`config.mk`:
```
export PLATFORM = sky130hd
export DESIGN_NAME = pwm_duty_scheduler_flat
export DESIGN_NICKNAME = d
export VERILOG_FILES = /design/src/rtl/pwm_pkg.sv /design/src/rtl/pwm_duty_scheduler_if.sv /design/src/rtl/pwm_req_arbiter.sv /design/src/rtl/pwm_duty_scheduler.sv /design/src/flat_wrapper.sv
export SDC_FILE = /design/constraint.sdc
export NUM_CORES = 1
export LEC_CHECK = 0
export CORE_AREA = 10 10 68 70
export CTS_CLUSTER_SIZE = 16
export DETAILED_ROUTE_END_ITERATION = 10
export DIE_AREA = 0 0 78 80
export GPL_TIMING_DRIVEN = 0
export PLACE_DENSITY_LB_ADDON = 0.1
export SYNTH_ARGS = -nofsm -noshare
export SYNTH_HDL_FRONTEND = slang
export SYNTH_SLANG_ARGS = --single-unit
```
`constraint.sdc`:
```
create_clock -name clk_50M -period 4.5 [get_ports clk_50M]
set_clock_uncertainty 0.1 [all_clocks]
set_input_delay 0.9 -clock clk_50M [delete_from_list [all_inputs] [get_ports clk_50M]]
set_output_delay 0.9 -clock clk_50M [all_outputs]
set_load 0.02 [all_outputs]
```
`src/rtl/pwm_pkg.sv`:
```
// Shared constants and types for the PWM duty scheduler.
package pwm_pkg;

  localparam int unsigned DUTY_W        = 4;
  localparam int unsigned PERIOD_CYCLES = 256;
  localparam int unsigned PHASE_W       = (PERIOD_CYCLES > 1) ? $clog2(PERIOD_CYCLES) : 1;

  typedef enum logic [1:0] {
    StIdle    = 2'd0,
    StPending = 2'd1,
    StRamping = 2'd2
  } sched_state_e;

  typedef enum logic {
    REQ_A = 1'b0,
    REQ_B = 1'b1
  } req_id_e;

  // Move cur toward tgt by at most step; step of zero jumps straight to tgt.
  // Done one bit wider so the sum/difference can never wrap.
  function automatic logic [DUTY_W-1:0] ramp_toward(input logic [DUTY_W-1:0] cur,
                                                    input logic [DUTY_W-1:0] tgt,
                                                    input logic [DUTY_W:0]   step);
    logic [DUTY_W:0] c;
    logic [DUTY_W:0] t;
    logic [DUTY_W:0] nxt;
    c = {1'b0, cur};
    t = {1'b0, tgt};
    if (step == '0) begin
      nxt = t;
    end else if (t > c) begin
      nxt = ((t - c) > step) ? (c + step) : t;
    end else begin
      nxt = ((c - t) > step) ? (c - step) : t;
    end
    return DUTY_W'(nxt);
  endfunction

endpackage

```
`src/rtl/pwm_duty_scheduler_if.sv`:
```
// Request/ack and duty output bundle between the requesters and the scheduler.
interface pwm_duty_scheduler_if;
  import pwm_pkg::*;

  logic              req_a;
  logic [DUTY_W-1:0] duty_a;
  logic              req_b;
  logic [DUTY_W-1:0] duty_b;
  logic              ack_a;
  logic              ack_b;
  logic [DUTY_W-1:0] duty_cycle;
  logic              period_start;
  logic              busy;

  // Requester side.
  modport master (
    output req_a, duty_a, req_b, duty_b,
    input  ack_a, ack_b, duty_cycle, period_start, busy
  );

  // Scheduler side.
  modport slave (
    input  req_a, duty_a, req_b, duty_b,
    output ack_a, ack_b, duty_cycle, period_start, busy
  );

endinterface

```
`src/rtl/pwm_req_arbiter.sv`:
```
// Two-way round-robin arbiter feeding a single-entry pending slot, with
// registered one-cycle ack pulses back to the requesters.
module pwm_req_arbiter
  import pwm_pkg::*;
(
  input  logic              clk_50M,
  input  logic              reset,
  input  logic              req_a,
  input  logic [DUTY_W-1:0] duty_a,
  input  logic              req_b,
  input  logic [DUTY_W-1:0] duty_b,
  input  logic              consume,
  output logic              grant,
  output logic              ack_a,
  output logic              ack_b,
  output logic [DUTY_W-1:0] pending,
  output logic              pending_v
);

  req_id_e last_grant_q;
  logic    grant_a;
  logic    grant_b;

  // Grant only into an empty slot; a tie goes to whoever did not win last.
  always_comb begin
    grant_a = 1'b0;
    grant_b = 1'b0;
    if (!pending_v) begin
      if (req_a && req_b) begin
        if (last_grant_q == REQ_B) begin
          grant_a = 1'b1;
        end else begin
          grant_b = 1'b1;
        end
      end else begin
        grant_a = req_a;
        grant_b = req_b;
      end
    end
  end

  assign grant = grant_a | grant_b;

  // Slot fill/drain and ack pulses; fill and drain never coincide since
  // a grant needs the slot empty and a drain needs it full.
  always_ff @(posedge clk_50M or posedge reset) begin
    if (reset) begin
      ack_a        <= 1'b0;
      ack_b        <= 1'b0;
      pending      <= '0;
      pending_v    <= 1'b0;
      last_grant_q <= REQ_B;
    end else begin
      ack_a <= grant_a;
      ack_b <= grant_b;
      if (consume && pending_v) begin
        pending_v <= 1'b0;
      end else if (grant) begin
        pending_v    <= 1'b1;
        pending      <= grant_a ? duty_a : duty_b;
        last_grant_q <= grant_a ? REQ_A : REQ_B;
      end
    end
  end

endmodule

```
`src/rtl/pwm_duty_scheduler.sv`:
```
// Schedules duty-cycle updates from two requesters onto PWM period
// boundaries, optionally slew-limiting each step.
module pwm_duty_scheduler
  import pwm_pkg::*;
#(
  parameter int unsigned       RAMP_STEP  = 1,
  parameter logic [DUTY_W-1:0] RESET_DUTY = '0
) (
  input logic                 clk_50M,
  input logic                 reset,
  pwm_duty_scheduler_if.slave bus
);

  localparam int unsigned DutyMax  = (1 << DUTY_W) - 1;
  localparam int unsigned StepSat  = (RAMP_STEP > DutyMax) ? DutyMax : RAMP_STEP;
  localparam int unsigned DutyExtW = DUTY_W + 1;
  localparam logic [DUTY_W:0] Step = DutyExtW'(StepSat);
  localparam logic [PHASE_W-1:0] LastPhase = PHASE_W'(PERIOD_CYCLES - 1);

  logic [PHASE_W-1:0] phase_cnt_q;
  logic               boundary;
  logic               grant;
  logic [DUTY_W-1:0]  pending;
  logic               pending_v;
  logic [DUTY_W-1:0]  target_q;
  logic [DUTY_W-1:0]  target_new;
  logic [DUTY_W-1:0]  duty_q;
  logic [DUTY_W-1:0]  duty_next;
  logic               busy_q;
  sched_state_e       state_q;
  sched_state_e       state_d;

  pwm_req_arbiter u_arbiter (
    .clk_50M   (clk_50M),
    .reset     (reset),
    .req_a     (bus.req_a),
    .duty_a    (bus.duty_a),
    .req_b     (bus.req_b),
    .duty_b    (bus.duty_b),
    .consume   (boundary),
    .grant     (grant),
    .ack_a     (bus.ack_a),
    .ack_b     (bus.ack_b),
    .pending   (pending),
    .pending_v (pending_v)
  );

  // Free-running period phase, kept in step with the PWM block's own counter.
  always_ff @(posedge clk_50M or posedge reset) begin
    if (reset) begin
      phase_cnt_q <= '0;
    end else if (phase_cnt_q == LastPhase) begin
      phase_cnt_q <= '0;
    end else begin
      phase_cnt_q <= phase_cnt_q + 1'b1;
    end
  end

  assign boundary = (phase_cnt_q == LastPhase);

  // Target as it will be after this edge, and the duty step taken toward it.
  always_comb begin
    target_new = (boundary && pending_v) ? pending : target_q;
    duty_next  = ramp_toward(duty_q, target_new, Step);
  end

  // Next-state logic for the scheduler FSM.
  always_comb begin
    state_d = state_q;
    unique case (state_q)
      StIdle: begin
        if (grant) state_d = StPending;
      end
      StPending: begin
        if (boundary) state_d = (duty_next != target_new) ? StRamping : StIdle;
      end
      StRamping: begin
        if (grant) begin
          state_d = StPending;
        end else if (boundary && (duty_next == target_new)) begin
          state_d = StIdle;
        end
      end
      default: state_d = StIdle;
    endcase
  end

  // FSM state, target/duty registers and registered busy flag.
  always_ff @(posedge clk_50M or posedge reset) begin
    if (reset) begin
      state_q  <= StIdle;
      target_q <= RESET_DUTY;
      duty_q   <= RESET_DUTY;
      busy_q   <= 1'b0;
    end else begin
      state_q <= state_d;
      busy_q  <= (state_d != StIdle);
      if (boundary) begin
        target_q <= target_new;
        duty_q   <= duty_next;
      end
    end
  end

  assign bus.duty_cycle   = duty_q;
  assign bus.period_start = boundary;
  assign bus.busy         = busy_q;

endmodule

```
`src/flat_wrapper.sv`:
```
// flat-port wrapper written by rule: the top's interface ports become plain ports
module pwm_duty_scheduler_flat import pwm_pkg::*;
#(
  parameter int unsigned       RAMP_STEP  = 1,
  parameter logic [DUTY_W-1:0] RESET_DUTY = '0
)
  (clk_50M, reset, bus_req_a, bus_duty_a, bus_req_b, bus_duty_b, bus_ack_a, bus_ack_b, bus_duty_cycle, bus_period_start, bus_busy);
  pwm_duty_scheduler_if bus_i ();
  input logic clk_50M;
  input logic reset;
  input wire logic [$bits(bus_i.req_a)-1:0] bus_req_a;
  input wire logic [$bits(bus_i.duty_a)-1:0] bus_duty_a;
  input wire logic [$bits(bus_i.req_b)-1:0] bus_req_b;
  input wire logic [$bits(bus_i.duty_b)-1:0] bus_duty_b;
  output wire logic [$bits(bus_i.ack_a)-1:0] bus_ack_a;
  output wire logic [$bits(bus_i.ack_b)-1:0] bus_ack_b;
  output wire logic [$bits(bus_i.duty_cycle)-1:0] bus_duty_cycle;
  output wire logic [$bits(bus_i.period_start)-1:0] bus_period_start;
  output wire logic [$bits(bus_i.busy)-1:0] bus_busy;
  assign bus_i.req_a = bus_req_a;
  assign bus_i.duty_a = bus_duty_a;
  assign bus_i.req_b = bus_req_b;
  assign bus_i.duty_b = bus_duty_b;
  assign bus_ack_a = bus_i.ack_a;
  assign bus_ack_b = bus_i.ack_b;
  assign bus_duty_cycle = bus_i.duty_cycle;
  assign bus_period_start = bus_i.period_start;
  assign bus_busy = bus_i.busy;
  pwm_duty_scheduler #(.RAMP_STEP(RAMP_STEP), .RESET_DUTY(RESET_DUTY)) u_core (.clk_50M(clk_50M), .reset(reset), .bus(bus_i));
endmodule
```
# ---- After elaboration in Yosys (flattened, before gate mapping)
# Cells that the tools add are included.
dict set report op_classes {
  n_reduce_logical 7
  addsub 5
  mux 21
  bitwise 2
  n_lt_le_gt_ge 3
  eq_ne 5
}
# operator count
set op_table {}
lappend op_table {{$mux W4} 5}
lappend op_table {{$gt A5 B1 Y1 const B} 2}
lappend op_table {{$mux W2} 5}
lappend op_table {{$sub A4 B4 Y5} 2}
lappend op_table {{$mux W1} 9}
lappend op_table {{$add A8 B1 Y8 const B} 1}
lappend op_table {{$eq A8 B8 Y1 const B} 1}
lappend op_table {{$mux W8} 1}
lappend op_table {{$pmux W2 S3} 1}
lappend op_table {{$add A4 B1 Y4 const B} 1}
lappend op_table {{$eq A4 B4 Y1} 1}
lappend op_table {{$gt A4 B4 Y1} 1}
lappend op_table {{$ne A4 B4 Y1} 1}
lappend op_table {{$reduce_bool A2 Y1} 2}
lappend op_table {{$sub A4 B1 Y4 const B} 1}
lappend op_table {{$logic_and A1 B1 Y1} 3}
lappend op_table {{$eq A2 B1 Y1 const B} 1}
lappend op_table {{$eq A2 B2 Y1 const B} 1}
lappend op_table {{$logic_not A2 Y1} 1}
lappend op_table {{$reduce_and A2 Y1} 1}
lappend op_table {{$not A1 Y1} 1}
lappend op_table {{$or A1 B1 Y1} 1}
dict set report word_totals {
  in_bits 12
  word_cells 53
  reg_bits 27
}

# ---- Logic depth before layout (Yosys ltp)
# Gate-level depths: netlist (run 1).
dict set report depth {
  depth_word 13
  mapped_depth 15
}

# ---- Cells and area by module
# From an unflattened synthesis (run 1), not the netlist that was laid out.
dict set report unflattened {
  hier_cells 196
  hier_area_um2 1874.3
}
# module area_per_inst_um2 cells_each instances
set by_module_without_submodules {}
lappend by_module_without_submodules {pwm_duty_scheduler 1506.4 161 1}
lappend by_module_without_submodules {pwm_req_arbiter 367.9 35 1}

# ---- Worst setup path after synthesis (run 1)
# OpenSTA, ideal clock, no wires.
dict set report synth_timing {
  path_kind {register to register}
  start {register u_core.phase_cnt_q[0]}
  end {register u_core.busy_q (netlist: u_core.bus.busy)}
  path_buffers 2
  slack_ps 1306
  stages_incl_launch_ff 16
  required_time_ps 4325
  arrival_time_ps 3020
  cell_sequence {dfrtp_1 ha_1 nand4_2 nor2_4 mux2_4 ha_1 clkbuf_1 a21oi_1 and2_1 nand4_1 and3_1 buf_2 nand3b_4 a41o_1 a32o_1 o21ai_2}
}
dict set report synth_via {
  elab_chain_cells 13
  word_cells_on_any_way 20
  cone_classes {add/sub: 2; order compare: 3; eq/ne: 3; mux: 9; reduce/logical: 3}
}
# item line_no
set synth_lines {}
lappend synth_lines {{from (decl)} pwm_duty_scheduler.sv:20} ;# logic [PHASE_W-1:0] phase_cnt_q;
lappend synth_lines {{from (signal assigned)} pwm_duty_scheduler.sv:55} ;# phase_cnt_q <= phase_cnt_q + 1'b1;
lappend synth_lines {{$eq A8 B8 Y1 (*)} pwm_duty_scheduler.sv:59} ;# assign boundary = (phase_cnt_q == LastPhase);
lappend synth_lines {{$logic_and A1 B1 Y1 (*)} pwm_duty_scheduler.sv:63} ;# target_new = (boundary && pending_v) ? pending : target_q;
lappend synth_lines {{$mux W4 (*)} pwm_duty_scheduler.sv:63}
lappend synth_lines {{named net u_core.target_new[3]} pwm_duty_scheduler.sv:26} ;# logic [DUTY_W-1:0] target_new;
lappend synth_lines {{$sub A4 B4 Y5 (on tied branches)} {pwm_pkg.sv:34, pwm_pkg.sv:32}}
lappend synth_lines {{$gt A5 B1 Y1 (on tied branches)} {pwm_pkg.sv:34, pwm_pkg.sv:32}}
lappend synth_lines {{$mux W4 (on tied branches)} {pwm_pkg.sv:34, pwm_pkg.sv:32}}
lappend synth_lines {{$mux W4} pwm_pkg.sv:31} ;# end else if (t > c) begin
lappend synth_lines {{$eq A4 B4 Y1} pwm_duty_scheduler.sv:80} ;# end else if (boundary && (duty_next == target_new)) begin
lappend synth_lines {{$logic_and A1 B1 Y1} pwm_duty_scheduler.sv:80}
lappend synth_lines {{$mux W2} pwm_duty_scheduler.sv:80}
lappend synth_lines {{$mux W2} pwm_duty_scheduler.sv:78} ;# if (grant) begin
lappend synth_lines {{$pmux W2 S3 (*)} pwm_duty_scheduler.sv:70} ;# unique case (state_q)
lappend synth_lines {{$reduce_bool A2 Y1 (*)} pwm_duty_scheduler.sv:97} ;# busy_q <= (state_d != StIdle);
lappend synth_lines {{to (signal assigned)} pwm_duty_scheduler.sv:97}
lappend synth_lines {{to (decl)} pwm_duty_scheduler.sv:29} ;# logic busy_q;
# Mark *: on every way through the listed nets, which the timed path passes. The rest lies on a longest branch.
# A chain may end at the register's enable or synchronous reset.

# ---- Final worst setup path (run 1)
# Ends and elaborated chain as after synthesis.

==> results.md, run 1 <==
- Top FF cell, synth: dfrtp_1
- Critical Path AT: 3.76 ns
- DIE HEIGHT: 80 um
- EDFF count, synth: 0
- Syn_nets: 212
- Hold WS: 0.3983 ns
- Tcrit/Tclk final: 79.78%
- Fmax: 278.5 MHz
- # IOs: 20
- Multi-input gate area: 1032 um2
- Initial Utilization: 55.09%
- Sequential Power Share: 66.6%
- Peak supply drop: 0.1571 mV
- Vias after detailed routing: 1477
- Htree depth: 1
- Yosys warns: 0
- Utilization after layout: 63.43%
- Final Hold Viols: 0
- Max_cap viols: 0
- Via density: 5.681
- Hold WC Path Type: flop to flop
- Residual DRC: 0
- Fin crit period: 3.590 ns
- WL/cell: 15.42 um
- Status: finished clean
- GRT overflow: 0
- Leakage: 0.0009326 uW
- Crit start category: flop
- Worst Setup Slack, final: 0.9099 ns
- # rows: 21
- Fillers: 282
- Net Sw Frac: 21.54%
- Switching pwr: 78.92 uW
- Layout Area Growth over Synthesis: 15.15%
- Nets: 236
- Final Slew Violations: 0
- Clock Sinks: 27
- Mapped Cells: 191
- Syn_area_per_cell: 9.472 um2
- Layout cells sized above 1: 14.02%
- Logic pwr share: 4.4%
- Post-synth ARST share: 100.0%
- Final Routed Wirelength: 4.009 mm
- Final setup fails: 0
- CTS tree: built
- Dpl hpwl: 3.143 mm
- CTS Root Cell: clkbuf_4
- Yosys reg bits: 27
- GP Congestion: 0.8765
- DRT iter0 DRCs: 110
- Setup Fix Bufs, Post-CTS: 0
- Clock power share: 29.1%
- Setup WS pre-CTS: 0.9523 ns
- Maximum net fanout on the critical path: 10
- First-pass GRT wire length: 6.962 mm
- Antenna diodes: 0
- Cell Area, Placed: 2057 um2
- Register area share after synthesis: 37.41%
- Pwr Density: 175.9 nW/um2
- Vias in the first global route: 1507
- Antenna viol nets, final: 0
- Worst-Margin Slew: 1.028 ns
- P_int: 287.5 uW
- Fin area: 2083 um2
- Relative slew slack: 31.41%
- Die W: 78 um
- Placeable Area: 3284 um2
- Post-cts sizing count: 0
- Post-Synthesis Cell Area: 1809 um2
- Reg area: 676.9 um2
- Unique masters post-synth: 57
- Num CTS Buffers: 3
- Worst-path clk slew: 0.15 ns
- Initial antenna violation count: 0
- Port-buffer cells: 19
- # hold bufs at CTS: 0
- Die area: 6240 um2
- First drt pass iteration count: 5
- Setup CP Type: flop to flop
- Clk Latency, worst-skew pair: 0.33 ns
- Clock buffer depth: 2
- Post-route setup TNS: 0 ns
- RSZ-0062 raised after global routing: no
- Largest net degree at the start of global routing: 28
- Total track usage: 13.33%
- Req. time, crit path: 4.67 ns
- Crit end category: flop
[logic make-up after synthesis]
logic type / after synthesis / share of synthesized area (%)
AOI/OAI and AO/OA: 44 / 17.84
xor gates and xnor gates: 13 / 6.708
adders and majority gates: 9 / 6.639
buffers and inverters: 25 / 5.532
DFF: 27 / 37.41
muxes: 10 / 6.085
and+or+nand+nor: 63 / 19.78
[synth_stat cells (2+ instances only)]
| cell type | number | area (um2) |
|---|---|---|
| nand2_1 | 20 | 75.07 |
| xnor2_1 | 7 | 61.31 |
| and3_1 | 2 | 12.51 |
| a31oi_1 | 5 | 31.28 |
| a311o_1 | 2 | 20.02 |
| and4_1 | 2 | 17.52 |
| nand4_2 | 2 | 25.02 |
| buf_2 | 3 | 15.01 |
| and2_1 | 3 | 18.77 |
| xor2_1 | 5 | 43.79 |
| nand4_1 | 3 | 18.77 |
| or2_2 | 2 | 12.51 |
| o21ai_0 | 11 | 55.05 |
| nor2_1 | 10 | 37.54 |
| a21oi_1 | 7 | 35.03 |
| nor3_1 | 4 | 20.02 |
| nand3_1 | 6 | 30.03 |
| o21ai_1 | 2 | 10.01 |
| ha_1 | 8 | 100.1 |
| inv_1 | 15 | 56.30 |
| o21ai_2 | 2 | 17.52 |
| mux2i_1 | 7 | 70.07 |
| clkbuf_1 | 4 | 15.01 |
| dfrtp_1 | 26 | 650.6 |
[worst max-delay path, cell delays in order, from the launching register on]
cell and delay, ns:
dfrtp_1 0.41, ha_1 0.24, nand4_2 0.19, nor2_4 0.20
mux2_4 0.35, ha_1 0.27, clkbuf_1 0.22, a21oi_1 0.22
and2_1 0.15, nand4_1 0.09, and3_1 0.15, buf_2 0.17
nand3b_4 0.21, a41o_1 0.24, a32o_1 0.25, o21ai_2 0.05
[per-layer routing]
metal | part of all wire (%) | up-vias | track usage (%)
li1 | - | 722 | -
met1 | 46 | 725 | 16.07
met2 | 49 | 28 | 23.63
met3 | 4.1 | 2 | 2.477
met4 | 0.65 | 0 | 3.763
met5 | 0 | - | 0
[path summary, 6_finish.rpt]
check	endpoint	slack, ns	cells past startpoint	from
worst max-delay path	u_core.bus.busy	0.91	15	u_core.phase_cnt_q[0]
worst min-delay path	u_core.phase_cnt_q[0]	0.40	1	u_core.phase_cnt_q[0]
worst max register to register	u_core.bus.busy	0.91	15	u_core.phase_cnt_q[0]
worst min register to register	u_core.phase_cnt_q[0]	0.40	1	u_core.phase_cnt_q[0]
max in group asynchronous	u_core.bus.duty_cycle[2]	2.67	2	reset
min in group asynchronous	u_core.phase_cnt_q[2]	1.01	2	reset
[state kept, by name (all words and copies together) (netlist names), 2 cells and up]
register / flops
u_core.u_arbiter.pending: 4
u_core.target_q: 4
u_core.state_q: 2
u_core.bus.duty_cycle: 4
u_core.phase_cnt_q: 8
[power groups by stage]
stage	sequential, uW	combinational, uW	clock, uW
floorplan	248	5.18	0
global placement	248	15.9	0
global route	244	17.9	120
finish	244	16.1	106
CTS	244	16.6	109
detailed placement	248	16.6	0
[cell usage in the layout, fill, tap and decap left out, types with 2 or more instances in the layout]
cell type / count
xor2_1: 5
nand3_1: 6
and4_1: 2
or2_2: 2
dfrtp_1: 26
clkdlybuf4s50_1: 19
and3_1: 2
o21ai_2: 2
a21oi_1: 7
xnor2_1: 7
buf_2: 3
mux2i_1: 7
nand4_1: 3
ha_1: 8
nor3_1: 4
and2_1: 3
clkbuf_4: 3
nand4_2: 2
a311o_1: 2
nor2_1: 10
a31oi_1: 5
inv_1: 15
o21ai_1: 2
o21ai_0: 11
clkbuf_1: 5
nand2_1: 20
[per-stage QoR]
step / total power (uW) / instances
2_1_floorplan: 253.5 / 191
3_3_place_gp: 264.2 / 256
3_5_place_dp: 265.0 / 256
4_1_cts: 369.6 / 260
5_1_grt: 381.5 / 260
6_report: 366.5 / 260
[cell type report]
class	count	share of cell area, %
clock buffers	4	1.261
plain buffers	7	1.441
flip-flops and latches	27	32.49
multi-input cells	139	49.55
inverters	18	3.363
repair buffers	19	9.129
well taps	46	2.763
Power figures use the tool's default switching activity.
==> inputs of run 2 (changes only) <==
==> constraint.sdc (replaced) <==
create_clock -name clk_50M -period 3.6 [get_ports clk_50M]
set_clock_uncertainty 0.1 [all_clocks]
set_input_delay 0.72 -clock clk_50M [delete_from_list [all_inputs] [get_ports clk_50M]]
set_output_delay 0.72 -clock clk_50M [all_outputs]
set_load 0.02 [all_outputs]
==> run 2 against run 1 <==
Clock power is 25% higher. Sequential cell count unchanged. Worst hold slack worse by 0.0060 ns. Wire length grew 1.3%. Critical endpoint unchanged.
==> results.md, run 2 (synthesis gave the netlist of run 1 again) <==
- Via density: 5.762 (+1.4%)
- # rows: 21 (unchanged)
- Num CTS Buffers: 3 (unchanged)
- GP Congestion: 0.8765 (unchanged)
- Reg area: 676.9 um2 (unchanged)
- Largest net degree at the start of global routing: 28 (unchanged)
- Final Hold Viols: 0 (unchanged)
- First-pass GRT wire length: 6.962 mm (unchanged)
- WL/cell: 15.62 um (+1.3%)
- DRT iter0 DRCs: 115 (+4.5%)
- Fillers: 281 (-0.35%)
- First drt pass iteration count: 4 (-1)
- Total track usage: 13.33% (unchanged)
- Hold WS: 0.3923 ns (-0.006005 ns)
- Die W: 78 um (unchanged)
- Maximum net fanout on the critical path: 10 (unchanged)
- Clock Sinks: 27 (unchanged)
- Residual DRC: 0 (unchanged)
- Initial Utilization: 55.09% (unchanged)
- Fin crit period: 3.417 ns (-0.1735 ns)
- Reg2Reg Launch Point: u_core.phase_cnt_q[0]
- Hold WC Path Type: flop to flop
- CTS tree: built
- Worst-Margin Slew: 1.030 ns (+0.002272 ns)
- Die area: 6240 um2 (unchanged)
- Initial antenna violation count: 0 (unchanged)
- Max_cap viols: 0 (unchanged)
- Req. time, crit path: 3.77 ns (-0.90 ns)
- Multi-input gate area: 1049 um2 (+1.6%)
- Crit start category: flop
- # hold bufs at CTS: 0 (unchanged)
- Tcrit/Tclk final: 94.91% (+15 points)
- Hold path start: u_core.phase_cnt_q[0]
- Critical Path AT: 3.59 ns (-0.17 ns)
- Final setup fails: 0 (unchanged)
- Commonest cells after routing, fill and taps aside: 26 x dfrtp_1, 20 x nand2_1, 19 x clkdlybuf4s50_1, 15 x inv_1, 11 x o21ai_0
- GRT overflow: 0 (unchanged)
- Post-route setup TNS: 0 ns (unchanged)
- # IOs: 20 (unchanged)
- Cell total after placement: 256 (unchanged)
- Clk Latency, worst-skew pair: 0.33 ns (about the same)
- Antenna viol nets, final: 0 (unchanged)
- Final Routed Wirelength: 4.061 mm (+1.3%)
- Leakage: 0.0009367 uW (+0.44%)
- Vias in the first global route: 1507 (unchanged)
- Clock buffer depth: 2 (unchanged)
- Relative slew slack: 31.25% (-0.15 points)
- Antenna diodes: 0 (unchanged)
- Dpl hpwl: 3.143 mm (unchanged)
- Layout Area Growth over Synthesis: 16.25%
- Nets: 236 (unchanged)
- Final cell count without fillers: 260 (unchanged)
- Biggest register: u_core.phase_cnt_q
- Layout cells sized above 1: 15.42% (+1.4 points)
- Most common cell after layout, fill and taps aside: dfrtp_1
- Final Slew Violations: 0 (unchanged)
- Port-buffer cells: 19 (unchanged)
- Peak supply drop: 0.1983 mV (+26%)
- CTS Root Cell: clkbuf_4
- Total power draw: 457.9 uW (+25%)
- Setup CP Type: flop to flop
- DIE HEIGHT: 80 um (unchanged)
- Status: finished clean
- Worst-path clk slew: 0.16 ns (about the same)
- Fmax: 292.7 MHz (+5.1%)
- RSZ-0062 raised after global routing: yes
- Crit end category: flop
- Max reg flops: 8 (unchanged)
- Critical Path Source: u_core.phase_cnt_q[0]
- Placeable Area: 3284 um2 (unchanged)
- Pwr Density: 217.7 nW/um2 (+24%)
- Vias after detailed routing: 1498 (+1.4%)
- Htree depth: 1 (unchanged)
run 2: changes by cell type in the layout (fill, tap and decap cells not counted):
cell	change
mux2i_2	-1
buf_4	+1
ha_1	-1
mux2i_4	+1
ha_2	+1
nor3_2	+1
clkbuf_1	-1
nor3_1	-1
run 2: repair_timing:
item | 4_1_cts | 5_1_grt
buffers inserted | 0 | 1
setup endpoints to repair | 0 | 5
gates resized for setup | 0 | 3
run 2: final timing paths:
path                                       endpoint  slack [ns]  cells past startpoint
min in group asynchronous     u_core.phase_cnt_q[2]        0.83                      2
max in group asynchronous  u_core.bus.duty_cycle[2]        1.94                      2
min                           u_core.phase_cnt_q[0]        0.39                      1
min reg2reg                   u_core.phase_cnt_q[0]        0.39                      1
max                                 u_core.bus.busy        0.18                     14
max reg2reg                         u_core.bus.busy        0.18                     14
run 2: worst max-delay path, stage by stage (launching register included):
cell,delay (ns)
dfrtp_1,0.41
ha_1,0.24
nand4_2,0.19
nor2_4,0.22
mux2_4,0.36
ha_2,0.35
a21oi_1,0.19
and2_1,0.15
nand4_1,0.08
and3_1,0.15
buf_2,0.17
nand3b_4,0.21
a41o_1,0.24
a32o_1,0.25
o21ai_2,0.05
run 2: per-stage QoR:
| step | utilization, % | area [um2] | setup WS [ns] |
|---|---|---|---|
| global route | 64.04 | 2103 | -0.02310 |
| global placement | 62.63 | 2057 | 0.1327 |
| finish | 64.04 | 2103 | 0.1834 |
| floorplan | - | 1809 | 0.4057 |
| detailed placement | 62.63 | 2057 | 0.05230 |
| CTS | 63.43 | 2083 | 0.03443 |
run 2: report_power, final:
group | leakage (uW) | switching, uW | total [uW] | internal, uW
Sequential | 0.000344 | 0.467 | 305 | 304
Clock | 0.0000150 | 89.5 | 133 | 43.4
Combinational | 0.000578 | 8.49 | 20.1 | 11.6
run 2: area by class of cell:
| class | count | area share (%) |
|---|---|---|
| clock buffers | 4 | 1.249 |
| plain buffers | 6 | 1.249 |
| inverters | 18 | 3.331 |
| multi-input cells | 139 | 49.85 |
| flip-flops and latches | 27 | 32.18 |
| repair buffers | 20 | 9.399 |
| well taps | 46 | 2.736 |
run 2: layer usage:
metal	vias up	track usage (%)	share of wire, %
li1	723	-	-
met1	741	16.07	46
met2	32	23.63	49
met3	2	2.477	4.1
met4	0	3.763	0.64
met5	-	0	0
==> inputs of run 3 (changes only) <==
--- a/config.mk
+++ b/config.mk
@@ -5,10 +5,11 @@
 export SDC_FILE = /design/constraint.sdc
 export NUM_CORES = 1
 export LEC_CHECK = 0
-export CORE_AREA = 10 10 68 70
+export CORE_AREA = 10 10 65 67
 export CTS_CLUSTER_SIZE = 16
 export DETAILED_ROUTE_END_ITERATION = 10
-export DIE_AREA = 0 0 78 80
+export DIE_AREA = 0 0 75 77
+export DONT_BUFFER_PORTS = 1
 export GPL_TIMING_DRIVEN = 0
 export PLACE_DENSITY_LB_ADDON = 0.1
 export SYNTH_ARGS = -nofsm -noshare
==> run 3 against run 2 <==
Die area decreased by 7.5%. Setup slack improved by 0.022 ns. Count of clock-buffer cells in the layout decreased by 1. Core utilization increased by 0.21 points. Register-to-register slack improved by 0.02 ns. Sequential cell count unchanged. Critical path depth decreased by 2. Clock power about the same. Largest power group unchanged. Highest routed layer unchanged.
==> results.md, run 3 (synthesis gave the netlist of run 1 again) <==
- Max reg flops: 8 (unchanged)
- Fmax: 294.6 MHz (+0.65%)
- Final Slew Violations: 0 (unchanged)
- Worst-path clk slew: 0.16 ns (about the same)
- Die W: 75 um (-3.8%)
- Status: finished clean
- Biggest register: u_core.phase_cnt_q
- Most common cell after layout, fill and taps aside: dfrtp_1
- Max_cap viols: 0 (unchanged)
- Clock Sinks: 27 (unchanged)
- Final Hold Viols: 0 (unchanged)
- Crit start category: flop
- Total track usage: 14.17% (+0.83 points)
- Final cell count without fillers: 229 (-12%)
- Initial Utilization: 60.76% (+5.7 points)
- GRT overflow: 0 (unchanged)
- Initial antenna violation count: 0 (unchanged)
- Final Routed Wirelength: 3.898 mm (-4.0%)
- CTS Root Cell: clkbuf_4
- Setup WS pre-CTS: 0.06245 ns (+0.01015 ns)
- WL/cell: 17.02 um (+9.0%)
- Hold WC Path Type: input port to flop
- Worst Setup Slack, final: 0.2054 ns (+0.02198 ns)
- Critical Path AT: 3.53 ns (-0.06 ns)
- Worst-Margin Slew: 1.034 ns (+0.004373 ns)
- Vias after detailed routing: 1404 (-6.3%)
- CTS tree: built
- Clk Latency, worst-skew pair: 0.33 ns (about the same)
- Placeable Area: 2978 um2 (-9.3%)
- DRT iter0 DRCs: 55 (-52%)
- Htree depth: 1 (unchanged)
- Setup CP Type: flop to flop
- Layout Area Growth over Synthesis: 5.740%
- Num CTS Buffers: 3 (unchanged)
- Dpl hpwl: 2.999 mm (-4.6%)
- Peak supply drop: 0.1719 mV (-13%)
- Tcrit/Tclk final: 94.29% (-0.61 points)
- # IOs: 20 (unchanged)
- Clock buffer depth: 2 (unchanged)
- Die area: 5775 um2 (-7.5%)
- Total power draw: 447.3 uW (-2.3%)
- Nets: 218 (-7.6%)
- Relative slew slack: 30.96% (-0.29 points)
- Crit end category: flop
- Final setup fails: 0 (unchanged)
- Leakage: 0.0008736 uW (-6.7%)
- Req. time, crit path: 3.74 ns (-0.03 ns)
- Antenna viol nets, final: 0 (unchanged)
- First-pass GRT wire length: 6.637 mm (-4.7%)
- Pwr Density: 233.8 nW/um2 (+7.4%)
- Cell total after placement: 224 (-13%)
- # rows: 20 (-4.8%)
- Vias in the first global route: 1443 (-4.2%)
- Utilization after layout: 64.24% (+0.21 points)
- Antenna diodes: 0 (unchanged)
- Fin crit period: 3.395 ns (-0.02198 ns)
- Commonest cells after routing, fill and taps aside: 26 x dfrtp_1, 20 x nand2_1, 15 x inv_1, 11 x o21ai_0, 10 x nor2_1
- DIE HEIGHT: 77 um (-3.8%)
- Maximum net fanout on the critical path: 7 (-3)
- Port-buffer cells: 0 (-19)
- First drt pass iteration count: 4 (unchanged)
- Largest net degree at the start of global routing: 28 (unchanged)
- Layout cells sized above 1: 17.86% (+2.4 points)
- Via density: 6.131 (+6.4%)
- Residual DRC: 0 (unchanged)
- GP Congestion: 0.8536 (-2.6%)
-- run 3: cell types whose count changed in the layout (fill, tap and decap cells not counted) --
cell / before / now
buf_4: 1 / 2
clkinv_2: 0 / 1
nor3_2: 1 / 0
clkdlybuf4s50_1: 19 / 0
ha_1: 7 / 6
nor3_1: 3 / 4
clkbuf_1: 4 / 3
ha_4: 0 / 1
-- run 3: timing repair --
item,in CTS,in global routing
resized for setup,0,4
buffers inserted,0,2
hold buffers,0,0
setup endpoints to repair,0,5
-- run 3: area by class of cell --
| cell class | count | area, um2 |
|---|---|---|
| fill | 244 | 1065 |
| multi-input combinational | 139 | 1056 |
| sequential | 27 | 676.9 |
| inverter | 18 | 70.07 |
| tap | 33 | 41.29 |
| buffer | 6 | 26.28 |
| clock buffer | 3 | 22.52 |
| timing repair buffer | 2 | 15.01 |
| clock inverter | 1 | 5.005 |
-- run 3: per-layer routing --
| layer | vias to the layer above | global-route usage, % | wire length, um |
|---|---|---|---|
| li1 | 683 | - | - |
| met1 | 679 | 16.85 | 1676 |
| met2 | 36 | 23.61 | 1982 |
| met3 | 6 | 3.089 | 177 |
| met4 | 0 | 5.682 | 62 |
| met5 | - | 0 | 0 |
-- run 3: worst max-delay path, stage by stage (launching register included) --
cell	delay, ns
dfrtp_1	0.41
ha_2	0.23
nand4_2	0.18
nor2_4	0.22
mux2i_4	0.34
inv_2	0.10
ha_1	0.35
or3b_2	0.47
a221o_1	0.35
nand3b_4	0.15
a41o_1	0.16
a32o_1	0.19
o21ai_2	0.05
-- run 3: final timing paths --
path                       depth (start not counted)                     endpoint             startpoint  slack [ns]
max                                               12              u_core.bus.busy  u_core.phase_cnt_q[0]        0.21
min                                                1       u_core.u_arbiter.ack_b              bus_req_a        0.38
max reg2reg                                       12              u_core.bus.busy  u_core.phase_cnt_q[0]        0.21
min reg2reg                                        1        u_core.phase_cnt_q[0]  u_core.phase_cnt_q[0]        0.40
max in group asynchronous                          1     u_core.bus.duty_cycle[0]                  reset        2.36
min in group asynchronous                          1  u_core.u_arbiter.pending[2]                  reset        0.41
-- run 3: per-stage QoR --
stage	area [um2]	TNS, ns	hold WS (ns)
2_1_floorplan	1809	0	0.3479
3_3_place_gp	1851	0	0.3697
3_5_place_dp	1851	0	0.3764
4_1_cts	1878	0	0.3651
5_1_grt	1913	-0.002047	0.3662
6_report	1913	0	0.3761
-- run 3: power breakdown --
group | switching (uW) | internal (uW) | leakage [uW]
clock network | 92.4 | 41.7 | 0.0000177
registers | 0.506 | 304 | 0.000344
logic | 6.88 | 1.40 | 0.000512
==> RTL edit (settings of run 1) <==
Encoding of `sched_state_e`: now one-hot (3 bits for 3 states).
--- a/src/rtl/pwm_pkg.sv
+++ b/src/rtl/pwm_pkg.sv
@@ -6,8 +6,8 @@
   localparam int unsigned PHASE_W       = (PERIOD_CYCLES > 1) ? $clog2(PERIOD_CYCLES) : 1;
 
-  typedef enum logic [1:0] {
-    StIdle    = 2'd0,
-    StPending = 2'd1,
-    StRamping = 2'd2
+  typedef enum logic [2:0] {
+    StIdle    = 3'b001,
+    StPending = 3'b010,
+    StRamping = 3'b100
   } sched_state_e;
 
Check against the original RTL: same outputs for any inputs over 10 cycles, from zero or initial values and one cycle with reset high; not proved beyond that.
==> RTL edit against run 1 <==
Worst setup slack worse by 0.59 ns; wire length up 19%; first-iteration DRC count grew 74%; synthesized area is 10% higher; final area up 11%; sequential cell count up 1; power grew 20%.
==> RTL edit: results (changes against run 1) <==
status completed; flop2flop setup slack 0.32 ns (-0.59 ns); vias in the first global route 1663 (+10%); GRT Total Usage 15.3% (+2.0 points); Critical Path AT 4.37 ns (+0.61 ns); WL final 4.77 mm (+19%); Synth Area per Inst 9.22 um2 (-2.7%); largest net degree at the start of global routing 29 (+3.6%); first-pass GRT wire length 7.91 mm (+14%); FF-to-FF End u_core.state_q[0]; Pwr Density 190 nW/um2 (+8.1%); post-DP HPWL 3.59 mm (+14%); largest cells by area after synthesis dfrtp_1 (33%), ha_1 (5.0%), xnor3_1 (4.5%); Layout fillers 274 (-2.8%); first drt pass iteration count 4 (-1); register area share after synthesis 35.3% (-2.1 points); Pleak 1.05 nW (+12%); Hold Startpoint u_core.phase_cnt_q[4]; share of cells above drive strength 1 9.21% (-4.8 points); final non-filler cell total 285 (+9.6%); number of nets in the layout 261 (+11%); clock distribution power 0.169 mW (+59%); DRC violation total after the first TritonRoute iteration 191 (+74%); P_int 0.352 mW (+22%); VDD IR max 197 uV (+26%); placed insts 281 (+9.8%); most frequent cells after synthesis dfrtp_1 (26), inv_1 (17), nand2_1 (15)
==> RTL edit: changes by cell type in the layout (fill, tap and decap cells not counted), sizes merged, moves of 3 or more <==
cell / run 1 / this run
nor3: 4 / 7
xnor3: 0 / 4
a211oi: 1 / 7
nor3b: 0 / 3
xnor2: 8 / 3
nand2: 20 / 16
o211ai: 0 / 4
nor4: 0 / 5
a31oi: 5 / 2
clkbuf: 8 / 11
nand2b: 1 / 6
==> RTL edit: layer usage <==
metal	part of all wire [%]	wire, um	GRT usage, %	vias up
li1	-	-	-	837
met1	44	2110	19.2	842
met2	48	2300	25.7	67
met3	6.0	284	2.93	9
met4	1.5	70	5.56	0
met5	0	0	0	-
==> RTL edit: how the worst min path moves through the flow <==
stage | to | slack [ns] | depth (start not counted)
3_5_place_dp | u_core.target_q[3] | 0.40 | 1
2_1_floorplan | u_core.u_arbiter.ack_b | 0.36 | 1
3_3_place_gp | u_core.target_q[3] | 0.39 | 1
6_report | u_core.phase_cnt_q[4] | 0.43 | 1
5_1_grt | u_core.u_arbiter.ack_b | 0.45 | 1
4_1_cts | u_core.phase_cnt_q[4] | 0.43 | 1
==> RTL edit: cells by family (layout without fill, tap and decap cells) <==
logic type,Yosys count,in the layout,share of synthesized area [%]
and+or+nand+nor,72,72,20.4
AOI/OAI and AO/OA,59,59,20.2
DFF,28,28,35.3
buffers and inverters,28,51,5.72
xor gates and xnor gates,12,12,8.05
adders and majority gates,9,9,6.03
muxes,8,8,4.34
==> RTL edit: what timing repair did <==
item / in CTS / in global routing
gates resized for setup: 0 / 3
buffers inserted: 0 / 0
setup endpoints to repair: 0 / 6
hold endpoints to repair: 0 / 0
==> RTL edit: through the flow <==
step	setup slack, ns	util, %
2_1_floorplan	0.981	-
3_3_place_gp	0.352	68.2
3_5_place_dp	0.248	68.2
4_1_cts	0.212	69.8
5_1_grt	0.0263	70.2
6_report	0.319	70.2
==> RTL edit: critical path, stage by stage, from the launching register on <==
cell	delay [ns]
dfrtp_1	0.47
ha_1	0.34
and4_4	0.32
nand2_4	0.08
mux2i_2	0.38
inv_1	0.08
ha_1	0.28
clkbuf_1	0.35
o21ai_0	0.16
nand2b_1	0.14
o21ai_0	0.12
or2_2	0.35
mux2i_1	0.18
nor4_2	0.44
o22ai_1	0.18
and2_1	0.16
==> RTL edit: cell type report <==
| type | instances | area (um2) | share of cell area [%] |
|---|---|---|---|
| inverters | 19 | 76.3 | 3.31 |
| flip-flops and latches | 28 | 703 | 30.5 |
| well taps | 46 | 57.6 | 2.50 |
| clock buffers | 3 | 22.5 | 0.977 |
| multi-input cells | 160 | 1190 | 51.5 |
| plain buffers | 9 | 37.5 | 1.63 |
| repair buffers | 19 | 190 | 8.25 |
| clock inverters | 1 | 30.0 | 1.30 |
